<file path="src/rtl/regbank_cmd_arbiter.sv">
// regbank_cmd_arbiter: arbitrates two register-command requesters onto one
// shared register bank and runs a one-cycle bank clear after reset.
//
// Ports:
//   Clock, Reset (async, active-low), Stall (blocks new grants)
//   A_/B_Valid, _RegSel, _FunSel, _Data in; A_/B_Ready out (accept strobe)
//   RF_E (one-hot enable), RF_FunSel, RF_I: registered bank controls
//   Init_Done (clear finished), Last_Grant (0 = A, 1 = B)
//
// Macro REGBANK_ARB_RR_EN: defined selects round-robin tie-break;
// undefined selects fixed priority with A winning every tie.
module regbank_cmd_arbiter #(
  parameter  int NREG = 4,
  parameter  int W    = 16,
  localparam int RSW  = (NREG > 1) ? $clog2(NREG) : 1
) (
  input  logic            Clock,
  input  logic            Reset,
  input  logic            Stall,
  input  logic            A_Valid,
  input  logic [RSW-1:0]  A_RegSel,
  input  logic [1:0]      A_FunSel,
  input  logic [W-1:0]    A_Data,
  output logic            A_Ready,
  input  logic            B_Valid,
  input  logic [RSW-1:0]  B_RegSel,
  input  logic [1:0]      B_FunSel,
  input  logic [W-1:0]    B_Data,
  output logic            B_Ready,
  output logic [NREG-1:0] RF_E,
  output logic [1:0]      RF_FunSel,
  output logic [W-1:0]    RF_I,
  output logic            Init_Done,
  output logic            Last_Grant
);

  localparam logic ST_RST_CLR = 1'b0;
  localparam logic ST_IDLE    = 1'b1;

  localparam logic [1:0] FS_LOAD  = 2'b10;
  localparam logic [1:0] FS_CLEAR = 2'b11;

  logic            state_q, state_d;
  logic [NREG-1:0] rf_e_q, rf_e_d;
  logic [1:0]      rf_funsel_q, rf_funsel_d;
  logic [W-1:0]    rf_i_q, rf_i_d;
  logic            init_done_q, init_done_d;
  logic            last_grant_q, last_grant_d;

  logic            tie_b;
  logic            can_grant;
  logic            gnt_a;
  logic            gnt_b;
  logic [RSW-1:0]  sel;
  logic [1:0]      fs;
  logic [W-1:0]    dat;
  logic [NREG-1:0] onehot;

`ifdef REGBANK_ARB_RR_EN
  // On a tie, the side that did not win last time goes next.
  assign tie_b = ~last_grant_q;
`else
  assign tie_b = 1'b0;
`endif

  assign can_grant = (state_q == ST_IDLE) & ~Stall;
  assign gnt_a = can_grant & A_Valid
               & (~B_Valid | ~tie_b);
  assign gnt_b = can_grant & B_Valid
               & (~A_Valid | tie_b);

  assign A_Ready = gnt_a;
  assign B_Ready = gnt_b;

  always_comb begin
    sel = '0;
    fs  = '0;
    dat = '0;
    unique case (1'b1)
      gnt_a: begin
        sel = A_RegSel;
        fs  = A_FunSel;
        dat = A_Data;
      end
      gnt_b: begin
        sel = B_RegSel;
        fs  = B_FunSel;
        dat = B_Data;
      end
      default: ;
    endcase
  end

  // Out-of-range selects match no bit, so the command is dropped.
  always_comb begin
    onehot = '0;
    for (int i = 0; i < NREG; i++) begin
      if (sel == RSW'(i)) onehot[i] = 1'b1;
    end
  end

  always_comb begin
    state_d      = state_q;
    rf_e_d       = '0;
    rf_funsel_d  = rf_funsel_q;
    rf_i_d       = rf_i_q;
    init_done_d  = init_done_q;
    last_grant_d = last_grant_q;
    if (state_q == ST_RST_CLR) begin
      // Clear ignores Stall; it always takes exactly one cycle.
      rf_e_d      = '1;
      rf_funsel_d = FS_CLEAR;
      rf_i_d      = '0;
      init_done_d = 1'b1;
      state_d     = ST_IDLE;
    end else if (gnt_a | gnt_b) begin
      rf_e_d       = onehot;
      rf_funsel_d  = fs;
      rf_i_d       = (fs == FS_LOAD) ? dat : '0;
      last_grant_d = gnt_b;
    end
  end

  always_ff @(posedge Clock or negedge Reset) begin
    if (!Reset) begin
      state_q      <= ST_RST_CLR;
      rf_e_q       <= '0;
      rf_funsel_q  <= '0;
      rf_i_q       <= '0;
      init_done_q  <= 1'b0;
      last_grant_q <= 1'b1;
    end else begin
      state_q      <= state_d;
      rf_e_q       <= rf_e_d;
      rf_funsel_q  <= rf_funsel_d;
      rf_i_q       <= rf_i_d;
      init_done_q  <= init_done_d;
      last_grant_q <= last_grant_d;
    end
  end

  assign RF_E       = rf_e_q;
  assign RF_FunSel  = rf_funsel_q;
  assign RF_I       = rf_i_q;
  assign Init_Done  = init_done_q;
  assign Last_Grant = last_grant_q;

endmodule

</file>
<file path="config.mk">
export PLATFORM = sky130hd
export DESIGN_NAME = regbank_cmd_arbiter
export DESIGN_NICKNAME = d
export VERILOG_FILES = /design/src/rtl/regbank_cmd_arbiter.sv
export SDC_FILE = /design/constraint.sdc
export NUM_CORES = 1
export LEC_CHECK = 0
export CORE_MARGIN = 2
export CORE_UTILIZATION = 39
export DETAILED_ROUTE_END_ITERATION = 10
export PLACE_DENSITY = 0.89
export SETUP_SLACK_MARGIN = 0.5
export SYNTH_ARGS = -nofsm -noshare
export SYNTH_HDL_FRONTEND = slang
export SYNTH_SLANG_ARGS = --single-unit
</file>
<file path="constraint.sdc">
create_clock -name Clock -period 1.4 [get_ports Clock]
set_input_delay 0.21 -clock Clock [delete_from_list [all_inputs] [get_ports Clock]]
set_output_delay 0.21 -clock Clock [all_outputs]
set_load 0.02 [all_outputs]
</file>
==> results by group, run 1 <==
Critical path
  • Critical path arrival: 1.30 ns
  • Slowest stage cell, crit path: dfrtp_1
  • Startpoint Class: flip-flop
  • Critical path class: flip-flop to primary output
  • Cells on worst reg2reg path: 6
  • Crit-path max cell delay: 0.44 ns
  • Crit end category: primary output
  • Buffers and inverters on the worst path: 1
  • CP Depth: 3
  • Top delay family on crit path: flip-flops
  • Crit path cell chain: and2b_2 -> and2_4 -> buf_6
  • CP Data Required Time: 1.19 ns
  • Max FO, Critical Path: 3

Timing
  • Worst hold slack: 0.2015 ns
  • Clock Skews: 0.002741 ns
  • Period utilization: 1.077
  • Minimum clock period: 1.508 ns
  • F_max: 0.6631 GHz
  • Fin. Hold Viols: 0
  • Slew Limit Fails: 0
  • Worst Slack Setup Final: -0.1082 ns
  • Number of setup violations in the final report: 2
  • Final setup TNS: -0.2036 ns
  • RSZ-0062 raised after global routing: true

Global route
  • Vias in the first global route: 1506
  • Global route overflow: 0
  • First-pass GRT wire length: 7348 microns
  • Number of antenna violations at the first check in global routing: 0
  • GRT Util Overall: 0.2444
  • Pin count of the biggest net entering global routing: 26

Pwr
  • Net Sw Frac: 0.3134
  • Pleak: 1.280 nW
  • Switching power: 0.5619 mW
  • Peak VDD IR: 0.3927 mV
  • Combinational fraction of design power: 0.371
  • Clk pwr share: 0.196
  • Sequential power share: 0.433
  • Internal power consumption: 1.231 mW
  • Pwr dens: 638.8 nW/um^2

Synthesis
  • Yosys warning total: 0
  • Post-synthesis simple-gate area fraction: 0.2429
  • Post-synthesis mux area share: 0
  • Synthesized flop and latch total: 25
  • Post-synthesis compound-gate area fraction: 0.2493
  • Mapped Nets: 177
  • EDFF count, synth: 0
  • XOR/XNOR share of the synthesized area: 0
  • Async SR Flop Fraction: 1.000
  • Post-synthesis sequential area ratio: 0.4592
  • Mapped Cells: 132
  • Adder-cell share of the synthesized area: 0
  • Ys flop type: dfrtp_1
  • Synthesized cell area: 1365 sq um
  • Largest family of logic cells by synthesized area: compound AO/OA/AOI/OAI gates
  • Library cells used by synthesis: 24
  • Syn Area/Cell: 10.34 sq um

Clock network
  • CTS root buf: clkbuf_4
  • Num Clock Sinks: 25
  • CTS Hold Bufs: 0
  • Clock-pin slew on the worst setup and hold paths: 0.15 ns
  • TritonCTS Buffers: 3
  • Clk buf depth: 2
  • Later-pin clock latency in the skew report: 0.34 ns
  • CTS tree: done
  • H-tree level count: 1

Finish
  • Final instance area: 2806 sq um
  • Fraction of layout cells with a size suffix above 1: 0.4564
  • P&R area growth vs syn: 105.6%
  • Final core utilization: 0.8410
  • Antenna diodes: 0
  • Final-stage net count: 287
  • Final std cells w/o fill: 287

Run
  • Max cap viols: 0

Min path
  • Worst min path class: input pin to async pin

Floorplanning
  • Initial core utilization: 0.4091
  • Cell row count: 21
  • IO Count: 71
  • Core area: 3337 sq um
  • Die area: 3989 sq um
  • Die Ht: 63.16 microns
  • Die width: 63.16 microns

Status
  • Failing checks: setup timing
  • Run status: finished, violations left

Routing
  • Pre-Repair DR Iteration Count: 4
  • WL/cell: 20.31 microns
  • ANT nets after route: 0
  • Vias/cell: 5.554
  • 1st-iter DRT viols: 117
  • DRT Wirelength: 5829 microns
  • Via Count: 1594
  • DRC viols: 0

Placement
  • Hpwl dp: 2763 microns
  • GP Congestion: 0.7914
  • IO Port Bufs: 70
  • DP Area: 2211 sq um
  • Cells after DPL: 251
cell usage after synthesis, types with 3 or more instances:
cell,number,area share
o31ai_1,7,0.038
nand3b_1,3,0.016
and3b_1,17,0.11
a21oi_1,19,0.070
nand2_1,6,0.016
nand3_1,17,0.062
a21o_1,3,0.016
o31ai_2,9,0.082
dfrtp_1,24,0.44
clkbuf_1,4,0.011
buf_2,5,0.018
o21ai_0,3,0.011
through the flow:
step / total power [mW] / worst slack, ns
finish: 1.793 / -0.1082
global route: 1.845 / -0.1294
CTS: 1.675 / -0.01243
detailed placement: 1.237 / -0.4712
global placement: 1.226 / -0.4568
floorplan: 0.9715 / 0.2853
sequential cells by signal (all words and copies together) (netlist names):
signal      flops
Last_Grant      1
state_q         1
RF_I           16
RF_E            4
Init_Done       1
RF_FunSel       2
metal layers:
layer  up-vias  global-route usage  part of all wire
li1        716                   -                 -
met1       759              0.2778              0.38
met2        96              0.4548              0.52
met3        23             0.02500             0.071
met4         0              0.1139             0.032
met5         -                   0                 0
final timing paths:
path / start / to / slack (ns)
setup / recovery: state_q / A_Ready / -0.11
hold / removal: Reset / RF_E[3] / 0.20
setup reg to reg: state_q / RF_I[14] / 0.02
hold reg to reg: RF_I[14] / RF_I[14] / 0.61
max in group asynchronous: Reset / Last_Grant / 0.97
min in group Clock: A_Valid / Last_Grant / 0.24
power by group through the flow:
stage / combinational (mW) / sequential [mW] / clock [mW]
2_1_floorplan: 0.154 / 0.818 / 0
3_3_place_gp: 0.446 / 0.781 / 0
3_5_place_dp: 0.455 / 0.782 / 0
4_1_cts: 0.571 / 0.776 / 0.327
5_1_grt: 0.693 / 0.779 / 0.372
6_report: 0.665 / 0.777 / 0.351
kinds of logic (layout without fill, tap and decap cells):
logic type	count (synthesis)	count (layout)
simple gates	50	50
compound gates	45	45
flops	25	25
buf+inv	11	120
other cells	1	1
what timing repair did:
item                                    4_1_cts  5_1_grt
resized for setup                           198       18
cloned                                        3        1
buffers inserted                             15       13
pin swaps                                     7        5
endpoints found under the setup margin       49       50
cells in the final DEF, fill, tap and decap left out:
cell type,Yosys,layout
clkinv_2,0,1
dlygate4sd2_1,0,2
conb_1,1,1
a211oi_2,0,1
and2b_2,1,1
nor2_2,0,2
nand3_4,1,1
buf_8,0,2
buf_6,2,37
clkbuf_16,0,1
o211ai_1,1,1
clkbuf_4,0,3
nand3_2,0,1
buf_12,0,5
nand2_2,0,1
o21bai_4,0,1
buf_4,0,27
a21o_1,3,3
clkdlybuf4s15_1,0,1
o31ai_4,0,8
dfrtp_1,24,24
a21oi_1,19,16
and2_4,0,1
dfstp_2,1,1
clkdlybuf4s50_1,0,39
a21oi_2,0,2
nand3b_1,3,3
bufbuf_16,0,1
o21ai_1,0,3
buf_16,0,1
and3b_1,17,17
nand3_1,17,16
nand2b_4,0,2
nand2_1,6,5
o31ai_2,9,8
a21oi_4,1,2
cell type report:
| type | instances | area, sq um |
|---|---|---|
| clock inverter | 1 | 5.005 |
| timing repair buffer | 116 | 1252 |
| fill | 191 | 530.5 |
| clock buffer | 3 | 22.52 |
| tap | 46 | 57.56 |
| sequential | 25 | 626.9 |
| multi-input combinational | 96 | 842.1 |
Power figures use the tool's default switching activity.
==> inputs of run 2 (changes only) <==
--- a/config.mk
+++ b/config.mk
@@ -9,7 +9,6 @@
 export CORE_UTILIZATION = 39
 export DETAILED_ROUTE_END_ITERATION = 10
 export PLACE_DENSITY = 0.89
-export SETUP_SLACK_MARGIN = 0.5
 export SYNTH_ARGS = -nofsm -noshare
 export SYNTH_HDL_FRONTEND = slang
 export SYNTH_SLANG_ARGS = --single-unit
==> results by group, run 2 (same netlist as run 1, synthesis figures left out) <==
Pwr
  • Pwr dens: 689.0 nW/um^2 (+7.9%)
  • Final Power: 1.541 mW (-14%)
  • Sequential power share: 0.497 (+0.064)
  • Clk pwr share: 0.215 (+0.019)
  • Net Sw Frac: 0.2851 (-0.02827)
  • Combinational fraction of design power: 0.287 (-0.084)
  • Switching power: 0.4393 mW (-22%)
  • Internal power consumption: 1.101 mW (-11%)
  • Peak VDD IR: 0.2952 mV (-25%)
  • Pleak: 1.068 nW (-17%)

Placement
  • DP Area: 2201 sq um (-0.45%)
  • Cells after DPL: 254 (+1.2%)
  • GP Congestion: 0.7586 (-4.1%)
  • IO Port Bufs: 70 (unchanged)
  • Hpwl dp: 2925 microns (+5.9%)

Routing
  • ANT nets after route: 0 (unchanged)
  • M1 WL: 1624 microns (-26%)
  • Vias/cell: 5.205 (-6.3%)
  • DRT Wirelength: 3853 microns (-34%)
  • 1st-iter DRT viols: 73 (-38%)
  • DRC viols: 0 (unchanged)
  • Max Used Layer: met4
  • WL met2: 1928 microns (-36%)
  • Met3 Wirelength: 200 microns (-51%)
  • Pre-Repair DR Iteration Count: 4 (unchanged)
  • WL/cell: 14.65 microns (-28%)
  • Via Count: 1369 (-14%)

Floorplanning
  • Cell row count: 21 (unchanged)
  • Die Ht: 63.16 microns (unchanged)
  • Die area: 3989 sq um (unchanged)
  • Initial core utilization: 0.4091 (unchanged)
  • Core area: 3337 sq um (unchanged)
  • IO Count: 71 (unchanged)
  • Die width: 63.16 microns (unchanged)

Status
  • Failing checks: setup timing
  • Run status: finished, violations left

Critical path
  • Critical path arrival: 1.23 ns (-0.07 ns)
  • CP Data Required Time: 1.19 ns (about the same)
  • Max FO, Critical Path: 4 (+1)
  • Startpoint Class: flip-flop
  • Cells on worst reg2reg path: 5 (-1)
  • Critical path class: flip-flop to primary output
  • Crit end category: primary output

Finish
  • Filler instances: 288 (+51%)
  • Final instance area: 2236 sq um (-20%)
  • Max FFs per register: 16 (unchanged)
  • Final-stage net count: 263 (-8.4%)
  • Most frequent cells in the layout: clkdlybuf4s50_1 (41), dlygate4sd2_1 (25), dfrtp_1 (24), buf_4 (21), a21oi_1 (19)
  • Fraction of layout cells with a size suffix above 1: 0.1982 (-0.2583)
  • Antenna diodes: 0 (unchanged)
  • Final std cells w/o fill: 263 (-8.4%)
  • Commonest non-fill, non-tap cell in the layout: clkdlybuf4s50_1
  • P&R area growth vs syn: 63.79%

Global route
  • Vias in the first global route: 1402 (-6.9%)
  • First-pass GRT wire length: 6492 microns (-12%)
  • Number of antenna violations at the first check in global routing: 0 (unchanged)
  • Pin count of the biggest net entering global routing: 26 (unchanged)
  • GRT Util Overall: 0.2080 (-0.03641)
  • Global route overflow: 0 (unchanged)

Timing
  • Slew Limit Fails: 0 (unchanged)
  • Worst Slack Setup Final: -0.04369 ns (+0.06448 ns)
  • Period utilization: 1.031 (-0.04605)
  • Number of setup violations in the final report: 2 (unchanged)
  • Fin. Hold Viols: 0 (unchanged)
  • Worst hold slack: 0.2294 ns (+0.02796 ns)
  • Minimum clock period: 1.444 ns (-0.06448 ns)
  • Clock Skews: 0.009085 ns (+0.006344 ns)
  • F_max: 0.6927 GHz (+4.5%)
  • RSZ-0062 raised after global routing: true

Clock network
  • CTS Hold Bufs: 0 (unchanged)
  • Clk buf depth: 2 (unchanged)
  • CTS root buf: clkbuf_4
  • CTS tree: done
  • Clock-pin slew on the worst setup and hold paths: 0.14 ns (about the same)
  • Later-pin clock latency in the skew report: 0.33 ns (about the same)
  • TritonCTS Buffers: 3 (unchanged)
  • Num Clock Sinks: 25 (unchanged)
  • H-tree level count: 1 (unchanged)

Min path
  • Worst min path class: input pin to async pin

Run
  • Max cap viols: 0 (unchanged)
[run 2: changes by cell type in the layout (fill, tap and decap cells not counted), sizes merged]
cell / change
clkbuf: +1
buf: -48
clkdlybuf4s50: +2
clkinv: -1
dlygate4sd2: +23
clkdlybuf4s15: -1
bufbuf: -1
dlymetal6s2s: +1
[run 2: cell type report]
cell class,count,area [sq um],area share
timing repair buffer,92,847.1,0.3788
clock buffer,4,26.28,0.01175
multi-input combinational,96,678.2,0.3033
tap,46,57.56,0.02574
sequential,25,626.9,0.2804
[run 2: worst max-delay path, stage by stage (launching register included)]
cell	delay, ns
dfrtp_1	0.40
and2b_2	0.23
and2_4	0.17
buf_6	0.12
[run 2: final timing paths]
kind                            startpoint      endpoint  slack, ns
worst max-delay path               state_q       A_Ready      -0.04
worst min-delay path                 Reset  RF_FunSel[1]       0.23
worst max register to register     state_q      RF_I[11]       0.17
worst min register to register   Init_Done     Init_Done       0.48
max in group asynchronous            Reset    Last_Grant       0.89
min in group Clock                   Stall  RF_FunSel[1]       0.36
[run 2: power groups by stage]
stage	clock network [mW]	registers [mW]	logic (mW)
after CTS	0.339	0.766	0.448
final	0.332	0.766	0.443
after floorplan	0	0.818	0.148
after detailed placement	0	0.781	0.455
after global routing	0.378	0.771	0.478
after global placement	0	0.780	0.443
[run 2: stage by stage]
stage | utilization | setup TNS, ns | worst slack, ns
global route | 0.6700 | -0.1657 | -0.09113
global placement | 0.6595 | -8.164 | -0.4752
floorplan | - | 0 | 0.2526
detailed placement | 0.6595 | -9.149 | -0.5269
finish | 0.6700 | -0.04965 | -0.04369
CTS | 0.6708 | -0.05066 | -0.04282
[run 2: repair_timing]
| item | 4_1_cts | 5_1_grt |
|---|---|---|
| pin swaps | 2 | 0 |
| resized for setup | 40 | 2 |
| setup buffers | 5 | 0 |
| hold endpoints to repair | 0 | 0 |
| setup endpoints to repair | 43 | 12 |
[run 2: per-layer routing]
layer / track usage / vias to the layer above
met2: 0.3617 / 43
met4: 0.1000 / 0
li1: - / 660
met1: 0.2534 / 657
met5: 0 / -
met3: 0.02679 / 9
==> inputs of run 3 (changes only) <==
--- a/config.mk
+++ b/config.mk
@@ -8,7 +8,8 @@
 export CORE_MARGIN = 2
 export CORE_UTILIZATION = 39
 export DETAILED_ROUTE_END_ITERATION = 10
-export PLACE_DENSITY = 0.89
+export HOLD_SLACK_MARGIN = 0.03
+export PLACE_DENSITY = 0.77
 export SYNTH_ARGS = -nofsm -noshare
 export SYNTH_HDL_FRONTEND = slang
 export SYNTH_SLANG_ARGS = --single-unit
==> results by group, run 3 (same netlist as run 1, synthesis figures left out) <==
Placement
  • Cells after DPL: 252 (-0.79%)
  • GP Congestion: 0.7564 (-0.29%)
  • Hpwl dp: 3168 microns (+8.3%)
  • IO Port Bufs: 70 (unchanged)

Clock network
  • CTS root buf: clkbuf_4
  • Clock-pin slew on the worst setup and hold paths: 0.14 ns (about the same)
  • TritonCTS Buffers: 3 (unchanged)
  • CTS tree: done
  • H-tree level count: 1 (unchanged)
  • Clk buf depth: 2 (unchanged)
  • CTS Hold Bufs: 0 (unchanged)
  • Num Clock Sinks: 25 (unchanged)
  • Later-pin clock latency in the skew report: 0.32 ns (about the same)

Routing
  • 1st-iter DRT viols: 77 (+5.5%)
  • DRT Wirelength: 4201 microns (+9.0%)
  • Via Count: 1380 (+0.80%)
  • M1 WL: 1705 microns (+5.0%)
  • Vias/cell: 5.349 (+2.8%)
  • Met3 Wirelength: 149 microns (-26%)
  • DRC viols: 0 (unchanged)
  • WL/cell: 16.28 microns (+11%)
  • WL met2: 2302 microns (+19%)
  • ANT nets after route: 0 (unchanged)
  • Max Used Layer: met4
  • Pre-Repair DR Iteration Count: 4 (unchanged)

Floorplanning
  • Core area: 3337 sq um (unchanged)
  • IO Count: 71 (unchanged)
  • Die area: 3989 sq um (unchanged)
  • Die Ht: 63.16 microns (unchanged)
  • Cell row count: 21 (unchanged)
  • Die width: 63.16 microns (unchanged)
  • Initial core utilization: 0.4091 (unchanged)

Finish
  • Most frequent cells in the layout: clkdlybuf4s50_1 (43), dfrtp_1 (24), dlygate4sd2_1 (24), a21oi_1 (18)
  • Commonest non-fill, non-tap cell in the layout: clkdlybuf4s50_1
  • P&R area growth vs syn: 62.97%
  • Max FFs per register: 16 (unchanged)
  • Final std cells w/o fill: 258 (-1.9%)
  • Fraction of layout cells with a size suffix above 1: 0.1887 (-0.009477)
  • Final core utilization: 0.6667 (-0.003374)
  • Final-stage net count: 258 (-1.9%)
  • Antenna diodes: 0 (unchanged)

Critical path
  • Max FO, Critical Path: 3 (-1)
  • Critical path arrival: 1.23 ns (about the same)
  • Cells on worst reg2reg path: 4 (-1)
  • Worst Setup SP: state_q
  • Worst R2R End: RF_I[15]
  • CP Data Required Time: 1.19 ns (about the same)
  • CP endpoint: A_Ready
  • Startpoint Class: flip-flop
  • Reg-to-reg setup timing slack: 0.09 ns (-0.08 ns)
  • Crit end category: primary output
  • Critical path class: flip-flop to primary output
  • FF-to-FF Start: state_q

Pwr
  • Pwr dens: 691.0 nW/um^2 (+0.28%)
  • Combinational fraction of design power: 0.288 (about the same)
  • Clk pwr share: 0.213 (-0.002)
  • Peak VDD IR: 0.3466 mV (+17%)
  • Internal power consumption: 1.092 mW (-0.88%)
  • Net Sw Frac: 0.2898 (+0.004665)
  • Sequential power share: 0.500 (+0.003)
  • Pleak: 1.042 nW (-2.4%)
  • Switching power: 0.4455 mW (+1.4%)

Run
  • Max cap viols: 0 (unchanged)

Global route
  • GRT Util Overall: 0.2150 (+0.007016)
  • Pin count of the biggest net entering global routing: 26 (unchanged)
  • Number of antenna violations at the first check in global routing: 0 (unchanged)
  • Global route overflow: 0 (unchanged)
  • First-pass GRT wire length: 6734 microns (+3.7%)
  • Vias in the first global route: 1401 (-0.071%)

Timing
  • Number of setup violations in the final report: 2 (unchanged)
  • F_max: 0.6951 GHz (+0.35%)
  • Minimum clock period: 1.439 ns (-0.005097 ns)
  • Clock Skews: 0.008330 ns (-0.0007551 ns)
  • Worst Slack Setup Final: -0.03859 ns (+0.005097 ns)
  • Period utilization: 1.028 (-0.003641)
  • Fin. Hold Viols: 0 (unchanged)
  • RSZ-0062 raised after global routing: true
  • Slew Limit Fails: 0 (unchanged)

Min path
  • Worst min path class: input pin to async pin

Status
  • Failing checks: setup timing
  • Run status: finished, violations left
==> run 3: layout make-up <==
cell class,count,area [sq um]
Clock buffer,3,22.52
Clock inverter,1,5.005
Fill cell,290,1112
Multi-Input combinational cell,97,691.9
Sequential cell,25,626.9
Tap cell,46,57.56
Timing Repair Buffer,86,820.8
==> run 3: repair_timing <==
| item | 4_1_cts | 5_1_grt |
|---|---|---|
| buffers inserted | 2 | 1 |
| endpoints found under the setup margin | 43 | 6 |
| cloned | 1 | 0 |
| pin swaps | 1 | 0 |
| resized for setup | 36 | 7 |
==> run 3: critical path: stages, from the launching register on <==
cell and delay, ns:
dfrtp_1 0.42, and2b_2 0.22, and2_4 0.16, buf_6 0.12
==> run 3: how the worst min path moves through the flow <==
stage,startpoint,to,slack [ns]
after floorplan,Reset,Init_Done,-0.09
after global placement,Init_Done,Init_Done,0.45
after detailed placement,Init_Done,Init_Done,0.46
after CTS,Reset,RF_FunSel[1],0.24
after global routing,Reset,RF_E[3],0.22
final,Reset,RF_E[3],0.24
==> run 3: power groups by stage <==
stage                     Combinational [mW]  Sequential (mW)  Clock [mW]
after floorplan                        0.148            0.818           0
after global placement                 0.441            0.781           0
after detailed placement               0.455            0.783           0
after CTS                              0.445            0.768       0.329
after global routing                   0.472            0.771       0.377
final                                  0.442            0.768       0.327
==> run 3: layer usage <==
metal / GRT usage / vias up
met1: 0.2446 / 685
met5: 0 / -
met4: 0.07500 / 0
li1: - / 653
met3: 0.02857 / 4
met2: 0.4069 / 38
==> run 3: through the flow <==
stage / setup slack [ns] / setup TNS [ns] / power, mW / hold WS [ns] / cell area [sq um]
6_report: -0.03859 / -0.04930 / 1.537 / 0.2354 / 2225
5_1_grt: -0.09792 / -0.1803 / 1.620 / 0.2168 / 2225
4_1_cts: -0.06972 / -0.06972 / 1.542 / 0.2362 / 2218
3_5_place_dp: -0.4380 / -9.070 / 1.238 / 0.4562 / 2198
3_3_place_gp: -0.4072 / -7.971 / 1.222 / 0.4521 / 2198
2_1_floorplan: 0.2526 / 0 / 0.9658 / -0.08559 / 1365
